==> config.mk <==
export PLATFORM = sky130hd
export DESIGN_NAME = instr_encoder
export DESIGN_NICKNAME = d
export VERILOG_FILES = /design/src/rtl/instr_encoder.sv
export SDC_FILE = /design/constraint.sdc
export NUM_CORES = 1
export LEC_CHECK = 0
export CAP_MARGIN = 20
export CORE_AREA = 2 2 75 105
export CTS_CLUSTER_DIAMETER = 50
export CTS_CLUSTER_SIZE = 40
export DETAILED_ROUTE_END_ITERATION = 7
export DIE_AREA = 0 0 77 107
export HOLD_SLACK_MARGIN = 0.15
export PLACE_DENSITY = 0.75
export RECOVER_POWER = 25
export SYNTH_ARGS = -nofsm -noshare
export SYNTH_HDL_FRONTEND = slang
export SYNTH_SLANG_ARGS = --single-unit
==> constraint.sdc <==
create_clock -name clk_i -period 2.2 [get_ports clk_i]
set_input_delay 0.66 -clock clk_i [delete_from_list [all_inputs] [get_ports clk_i]]
set_output_delay 0.66 -clock clk_i [all_outputs]
set_load 0.02 [all_outputs]
==> src/rtl/instr_encoder.sv <==
`default_nettype none
// ============================================================================
// Module      : instr_encoder
// Description : Builds 32-bit MIPS instruction words from field-level requests
//               and writes them sequentially into instruction memory, one
//               word every two cycles, reporting completion or failure.
// Revision    : 1.0 - initial release
// ============================================================================
module instr_encoder #(
    parameter int ADDR_W = 8
) (
    input  logic              clk_i,
    input  logic              rst_i,
    input  logic              start_i,
    input  logic [ADDR_W-1:0] base_i,
    input  logic              valid_i,
    output logic              ready_o,
    input  logic [4:0]        op_i,
    input  logic [4:0]        rs_i,
    input  logic [4:0]        rt_i,
    input  logic [4:0]        rd_i,
    input  logic [4:0]        shamt_i,
    input  logic [15:0]       imm_i,
    input  logic              last_i,
    output logic              memWrite_o,
    output logic [ADDR_W-1:0] memAddr_o,
    output logic [31:0]       memData_o,
    output logic              done_o,
    output logic              error_o,
    output logic [ADDR_W:0]   count_o
);

    typedef enum logic [1:0] {
        S_IDLE   = 2'd0,
        S_ACCEPT = 2'd1,
        S_WRITE  = 2'd2,
        S_DONE   = 2'd3
    } state_t;

    localparam logic [ADDR_W-1:0] c_ADDR_ONE  = ADDR_W'(1);
    localparam logic [ADDR_W:0]   c_COUNT_ONE = (ADDR_W + 1)'(1);

    state_t              r_state;
    state_t              w_next;
    logic [ADDR_W-1:0]   r_addr;
    logic [ADDR_W-1:0]   r_memAddr;
    logic [31:0]         r_data;
    logic [ADDR_W:0]     r_count;
    logic                r_error;
    logic                r_last;
    logic                w_hs;
    logic                w_legal;
    logic                w_full;
    logic [31:0]         w_word;

    assign w_hs   = valid_i && (r_state == S_ACCEPT);
    assign w_full = &r_addr;

    // Field-level encoding; unused fields forced to zero, illegal ops flagged
    always_comb begin
        w_legal = 1'b1;
        w_word  = 32'h0000_0000;
        case (op_i)
            5'd0:  w_word = {6'b000000, rs_i, rt_i, rd_i, 5'd0, 6'b100000};
            5'd1:  w_word = {6'b000000, rs_i, rt_i, rd_i, 5'd0, 6'b100010};
            5'd2:  w_word = {6'b000000, rs_i, rt_i, rd_i, 5'd0, 6'b100100};
            5'd3:  w_word = {6'b000000, rs_i, rt_i, rd_i, 5'd0, 6'b100101};
            5'd4:  w_word = {6'b000000, rs_i, rt_i, rd_i, 5'd0, 6'b101010};
            5'd5:  w_word = {6'b000000, 5'd0, rt_i, rd_i, shamt_i, 6'b000000};
            5'd6:  w_word = {6'b000000, 5'd0, rt_i, rd_i, shamt_i, 6'b000010};
            // rs field bit 21 distinguishes rotate from logical shift right
            5'd7:  w_word = {6'b000000, 5'd1, rt_i, rd_i, shamt_i, 6'b000010};
            5'd8:  w_word = {6'b001000, rs_i, rt_i, imm_i};
            5'd9:  w_word = {6'b001100, rs_i, rt_i, imm_i};
            5'd10: w_word = {6'b001101, rs_i, rt_i, imm_i};
            5'd11: w_word = {6'b001010, rs_i, rt_i, imm_i};
            5'd12: w_word = {6'b001110, rs_i, rt_i, imm_i};
            5'd13: w_word = {6'b100011, rs_i, rt_i, imm_i};
            5'd14: w_word = {6'b101011, rs_i, rt_i, imm_i};
            5'd15: w_word = {6'b000100, rs_i, rt_i, imm_i};
            5'd16: w_word = 32'h0000_0000;
            default: w_legal = 1'b0;
        endcase
    end

    // State register
    always_ff @(posedge clk_i or posedge rst_i) begin
        if (rst_i) begin
            r_state <= S_IDLE;
        end else begin
            r_state <= w_next;
        end
    end

    // Next-state logic; start_i overrides every state
    always_comb begin
        w_next = r_state;
        if (start_i) begin
            w_next = S_ACCEPT;
        end else begin
            case (r_state)
                S_IDLE:   w_next = S_IDLE;
                S_ACCEPT: begin
                    if (w_hs) begin
                        if (w_legal)     w_next = S_WRITE;
                        else if (last_i) w_next = S_DONE;
                    end
                end
                // Top of memory ends the load rather than wrapping to 0
                S_WRITE:  w_next = (r_last || w_full) ? S_DONE : S_ACCEPT;
                S_DONE:   w_next = S_DONE;
                default:  w_next = S_IDLE;
            endcase
        end
    end

    // Address pointer, captured word, word count and sticky error
    always_ff @(posedge clk_i or posedge rst_i) begin
        if (rst_i) begin
            r_addr    <= '0;
            r_memAddr <= '0;
            r_data    <= 32'h0000_0000;
            r_count   <= '0;
            r_error   <= 1'b0;
            r_last    <= 1'b0;
        end else if (start_i) begin
            r_addr  <= base_i;
            r_count <= '0;
            r_error <= 1'b0;
            r_last  <= 1'b0;
        end else begin
            if (w_hs) begin
                if (w_legal) begin
                    r_data    <= w_word;
                    r_memAddr <= r_addr;
                    r_last    <= last_i;
                end else begin
                    r_error <= 1'b1;
                end
            end
            if (r_state == S_WRITE) begin
                r_addr  <= r_addr + c_ADDR_ONE;
                r_count <= r_count + c_COUNT_ONE;
                if (!r_last && w_full) begin
                    r_error <= 1'b1;
                end
            end
        end
    end

    assign ready_o    = (r_state == S_ACCEPT);
    // A restart in the write cycle abandons that write
    assign memWrite_o = (r_state == S_WRITE) && !start_i;
    assign memAddr_o  = r_memAddr;
    assign memData_o  = r_data;
    assign done_o     = (r_state == S_DONE);
    assign error_o    = r_error;
    assign count_o    = r_count;

endmodule
`default_nettype wire
After elaboration in Yosys (flattened, before gate mapping)
Index checks and enable logic that the tools add are counted.
Operators by class
  add/subtract/negate cells: 2
  eq/ne operators: 21
  muxes and demuxes: 20
  bitwise gates (word level): 1
  reduce and logical (&&, ||, !) cells: 16
Operator list (number)
  case mux 32 bit (16 select lines): 1
  equality test 5 x 4 -> 1 bit (second input constant): 8
  equality test 5 x 3 -> 1 bit (second input constant): 4
  2-to-1 mux 9 bit: 2
  OR reduction 17 bit: 1
  2-to-1 mux 8 bit: 2
  equality test 5 x 2 -> 1 bit (second input constant): 2
  2-to-1 mux 2 bit: 5
  adder 9 x 1 -> 9 bit (second input constant): 1
  2-to-1 mux 1 bit: 9
  adder 8 x 1 -> 8 bit (second input constant): 1
  case mux 2 bit (4 select lines): 1
  AND reduction 8 bit: 1
  nonzero test 2 bit: 3
  equality test 5 x 1 -> 1 bit (second input constant): 1
  equality test 5 bit (second input constant): 1
  logical NOT 5 bit: 1
  equality test 2 bit (second input constant): 2
  != test 4 x 2 -> 1 bit (second input constant): 1
  AND reduction 2 bit: 2
  logical AND 1 bit: 3
  != test 3 x 2 -> 1 bit (second input constant): 1
  AND reduction 3 bit: 1
  equality test 2 x 1 -> 1 bit (second input constant): 1
  4 further kinds: 5
Word-level totals
  flip-flop bits (word level): 61
  input bits: 54

Longest topological paths before layout
  depth after elaboration: 8
  depth in mapped cells: 6
  gate-level depth less buffers: 5

Worst setup path before layout
OpenSTA, ideal clock, no wires.
  kind: input -> register
  start: input port op_i[0]
  end: register r_memAddr[0] (netlist: memAddr_o[0])
  setup time: 0.125 ns
  arrival: 1.903 ns
  required time: 2.075 ns
  path slack: 0.172 ns
  stages on the path: 5
  path buffers: 2
  cell sequence: buf_2 o41ai_4 nand3b_4 buf_6 mux2_4
On the way
  cells in the longest elaborated chain, start to end: 4
Ends and longest elaborated chain
  start, declared: line 18  | input logic [4:0] op_i,
  equality test 5 x 4 -> 1 bit, or another cell as far along: line 63  | case (op_i)
  OR reduction 17 bit (no source line) (*)
  2-to-1 mux 1 bit (*): line 63
  AND reduction 3 bit (no source line) (*)
  end signal, assigned: line 135  | r_memAddr <= r_addr;
  end, declared: line 46  | logic [ADDR_W-1:0] r_memAddr;
Mark *: on every way between the ends. The rest lies on a longest branch, timed or not.
A chain may end at the register's enable or synchronous reset.

Final worst setup path
  start: register r_state[1]
  end: output port done_o
On the way
  cells in the longest elaborated chain, start to end: 1
Ends and longest elaborated chain
  start, declared: line 43  | state_t r_state;
  start signal, assigned: line 91  | r_state <= w_next;
  equality test 2 bit: line 156  | assign done_o = (r_state == S_DONE);
  end, declared: line 28  | output logic done_o,
Every way passes these cells.

==> out/qor.yml <==
clock_tree:
  post-cts-setup-buffers: 0
  clk_latency_ns: 0.33
  h-tree-depth: 3
  clk_pin_slew_ns: 0.07
  cts_tree: "done"
  cts_hold_buf: 0
  root_buffer: "clkbuf_8"
  cts_buffers: 9
  clock-sinks: 60
  clockBufferDepth: 2
global_route:
  grt_pass1_wl_um: 11400
  antenna_found_initial: 0
  met3_usage_pct: 4.63
  grt_usage_pct: 17.4
  grt.overflow.total: 0
  grtUsageMet2_pct: 31.0
  grt-busiest-layer: "met2"
  use_met1_pct: 20.5
  grt_pass1_vias: 2405
  grt_max_degree: 61
yosys:
  yosysMostFrequentCell: "dfrtp_1"
  synth_common_cells: "60 x dfrtp_1, 43 x nand2_1, 23 x o21ai_0"
  synth_area_sq_um: 2840
  syn-num-nets: 324
  ys_warn_count: 0
  synth-seq-cells: 60
  syn_avg_cell_area_sq_um: 10.6
  synth_cells: 268
  ys_types: 44
  synth_ff_type: "dfrtp_1"
  ys_top_cells_by_area: "dfrtp_1 53%, nand2_1 5.7%, a22o_1 4.9%"
  synth_area_leader_cell: "dfrtp_1"
  synth_top_cell_area_share_pct: 52.8
  ys_seq_area_share_pct: 52.8
  synth_edf_count: 0
  async_reset_ff_share_pct: 100
final_layout:
  fin_cells: 489
  num-fill-cells: 667
  multi_input_area_sq_um: 1230
  area_growth_syn_to_layout_pct: 50.5
  nNetsFinal: 444
  diodes: 0
  drive_gt1_share_pct: 12.5
  regArea_sq_um: 1500
setup_path:
  crit_arrival_ns: 1.40
  crit_path_max_fanout: 11
  path_class: "reg2out"
  cp.required_ns: 1.54
  end_kind: "output port"
  start_kind: "flip-flop"
floorplan:
  ios: 107
  core_sq_um: 7310
  rows: 37
  fp.dieArea_sq_um: 8240
  initial_core_util_pct: 38.9
  dieHeight_um: 107
  die_w_um: 77
power:
  total_leakage_power_nw: 1.85
  p_per_area_nw_per_um2: 803
  pwr-share-seq_pct: 40.7
  internal_power_w: 0.00242
  p_clk_share_pct: 29.2
  switching_power_w: 0.00102
  p_comb_share_pct: 30.1
  vdd_drop_max_uv: 425
  sw_frac_of_total_pct: 29.6
hold_path:
  hold_class: "reg2reg"
timing:
  fin_worst_skew_ns: 0.0105
  fin_ws_ns: 0.141
  final-setup-viol-count: 0
  fin_crit_ns: 2.06
  relSlewSlack_pct: 46.1
  finalCritPeriodShare_pct: 93.6
  hold_viol_final: 0
  max_freq_mhz: 486
  worstMarginPinSlew_ns: 0.808
  rsz0062_at_grt: "no"
  drv_slew: 0
route:
  wirelength_um: 7060
  remaining_drc_errors: 0
  drt_iter0_drc: 101
  dr.pass1.iters: 4
  via_per_inst: 4.90
  ant_nets: 0
  wl_per_cell_um: 14.4
  routed-via-count: 2397
placement:
  dpl.hpwl_um: 5190
  place.gp.congestion: 0.752
  port_buffers: 105
  place_ws_ns: -0.255
  dp.cells: 474
flow_run:
  maxCapViolCount: 0
outcome:
  status: "finished, final reports clean"
-- metal layers --
metal,vias up,share of wire (%),wire length [um]
met1,1154,42,2930
met5,-,0,0
met4,0,1.1,76
met3,5,5.0,350
li1,1172,-,-
met2,66,52,3700
-- flip-flops by register name, indices dropped and copies added (netlist names) --
name       count
r_state        2
error_o        1
r_addr         8
r_last         1
memAddr_o      8
count_o        9
memData_o     31
-- kinds of logic after synthesis --
group	Yosys count	synth area share (%)
compound gates	60	14.3
flops	60	52.8
buf+inv	21	3.74
fa+ha+maj	2	0.880
xor+xnor	18	5.55
simple gates	91	16.5
other cells	1	0.132
mux	15	6.12
-- path summary, 6_finish.rpt --
kind | start | end | slack [ns] | cells past startpoint
worst max-delay path | r_state[1]$_DFFE_PP0P_ | done_o | 0.14 | 3
worst min-delay path | memData_o[14]$_DFFE_PP0P_ | memData_o[14]$_DFFE_PP0P_ | 0.49 | 2
worst max register to register | r_state[1]$_DFFE_PP0P_ | memData_o[25]$_DFFE_PP0P_ | 0.49 | 5
worst min register to register | memData_o[14]$_DFFE_PP0P_ | memData_o[14]$_DFFE_PP0P_ | 0.49 | 2
max in group asynchronous | rst_i | r_state[1]$_DFFE_PP0P_ | 0.63 | 3
min in group asynchronous | rst_i | count_o[8]$_DFFE_PP0P_ | 1.03 | 3
-- layout by cell type (no fill, tap or decap), types with 3 or more instances in the layout --
master / synthesis / layout
xor2_1: 9 / 9
nor2b_1: 6 / 6
a21oi_1: 6 / 6
nand2_1: 43 / 43
dfrtp_1: 60 / 60
xnor2_1: 9 / 9
clkdlybuf4s50_1: 0 / 101
mux2_2: 3 / 3
a22o_1: 16 / 16
o21ai_1: 6 / 6
mux2_4: 4 / 4
buf_4: 2 / 21
nor2_1: 12 / 12
mux2i_1: 8 / 8
a22oi_1: 5 / 5
clkbuf_8: 0 / 11
o21ai_0: 23 / 23
nand3_1: 5 / 5
-- final cells by class --
class | instances | share of cell area, %
well taps | 97 | 2.84
flip-flops and latches | 60 | 35.1
clock buffers | 11 | 3.54
multi-input cells | 187 | 28.9
inverters | 3 | 0.263
clock inverters | 4 | 1.14
repair buffers | 127 | 28.3
-- power groups by stage --
stage | combinational (W) | sequential, W | clock (W)
6_report | 0.00103 | 0.00140 | 0.00100
5_1_grt | 0.00110 | 0.00142 | 0.00108
4_1_cts | 0.00105 | 0.00140 | 0.00103
3_5_place_dp | 0.00105 | 0.00142 | 0
3_3_place_gp | 0.00103 | 0.00141 | 0
2_1_floorplan | 0.000302 | 0.00161 | 0
-- critical path, stage by stage, from the launching register on --
cell,delay (ns)
dfrtp_1,0.41
buf_4,0.19
and2_1,0.17
dlygate4sd2_1,0.32
-- metrics by stage --
step | cell area, sq um | hold WS [ns] | TNS (ns) | util (%) | power, W
after floorplan | 2840 | 0.513 | 0 | - | 0.00192
after global placement | 4100 | 0.462 | -2.96 | 56.0 | 0.00245
after detailed placement | 4100 | 0.471 | -4.21 | 56.0 | 0.00247
after CTS | 4290 | 0.487 | 0 | 58.7 | 0.00348
after global routing | 4280 | 0.510 | 0 | 58.5 | 0.00360
final | 4280 | 0.486 | 0 | 58.5 | 0.00344
-- repair_timing --
item,CTS,global route
endpoints found under the setup margin,3,1
gates cloned,0,0
gates resized for setup,3,2
(Power assumes the default switching activity.)
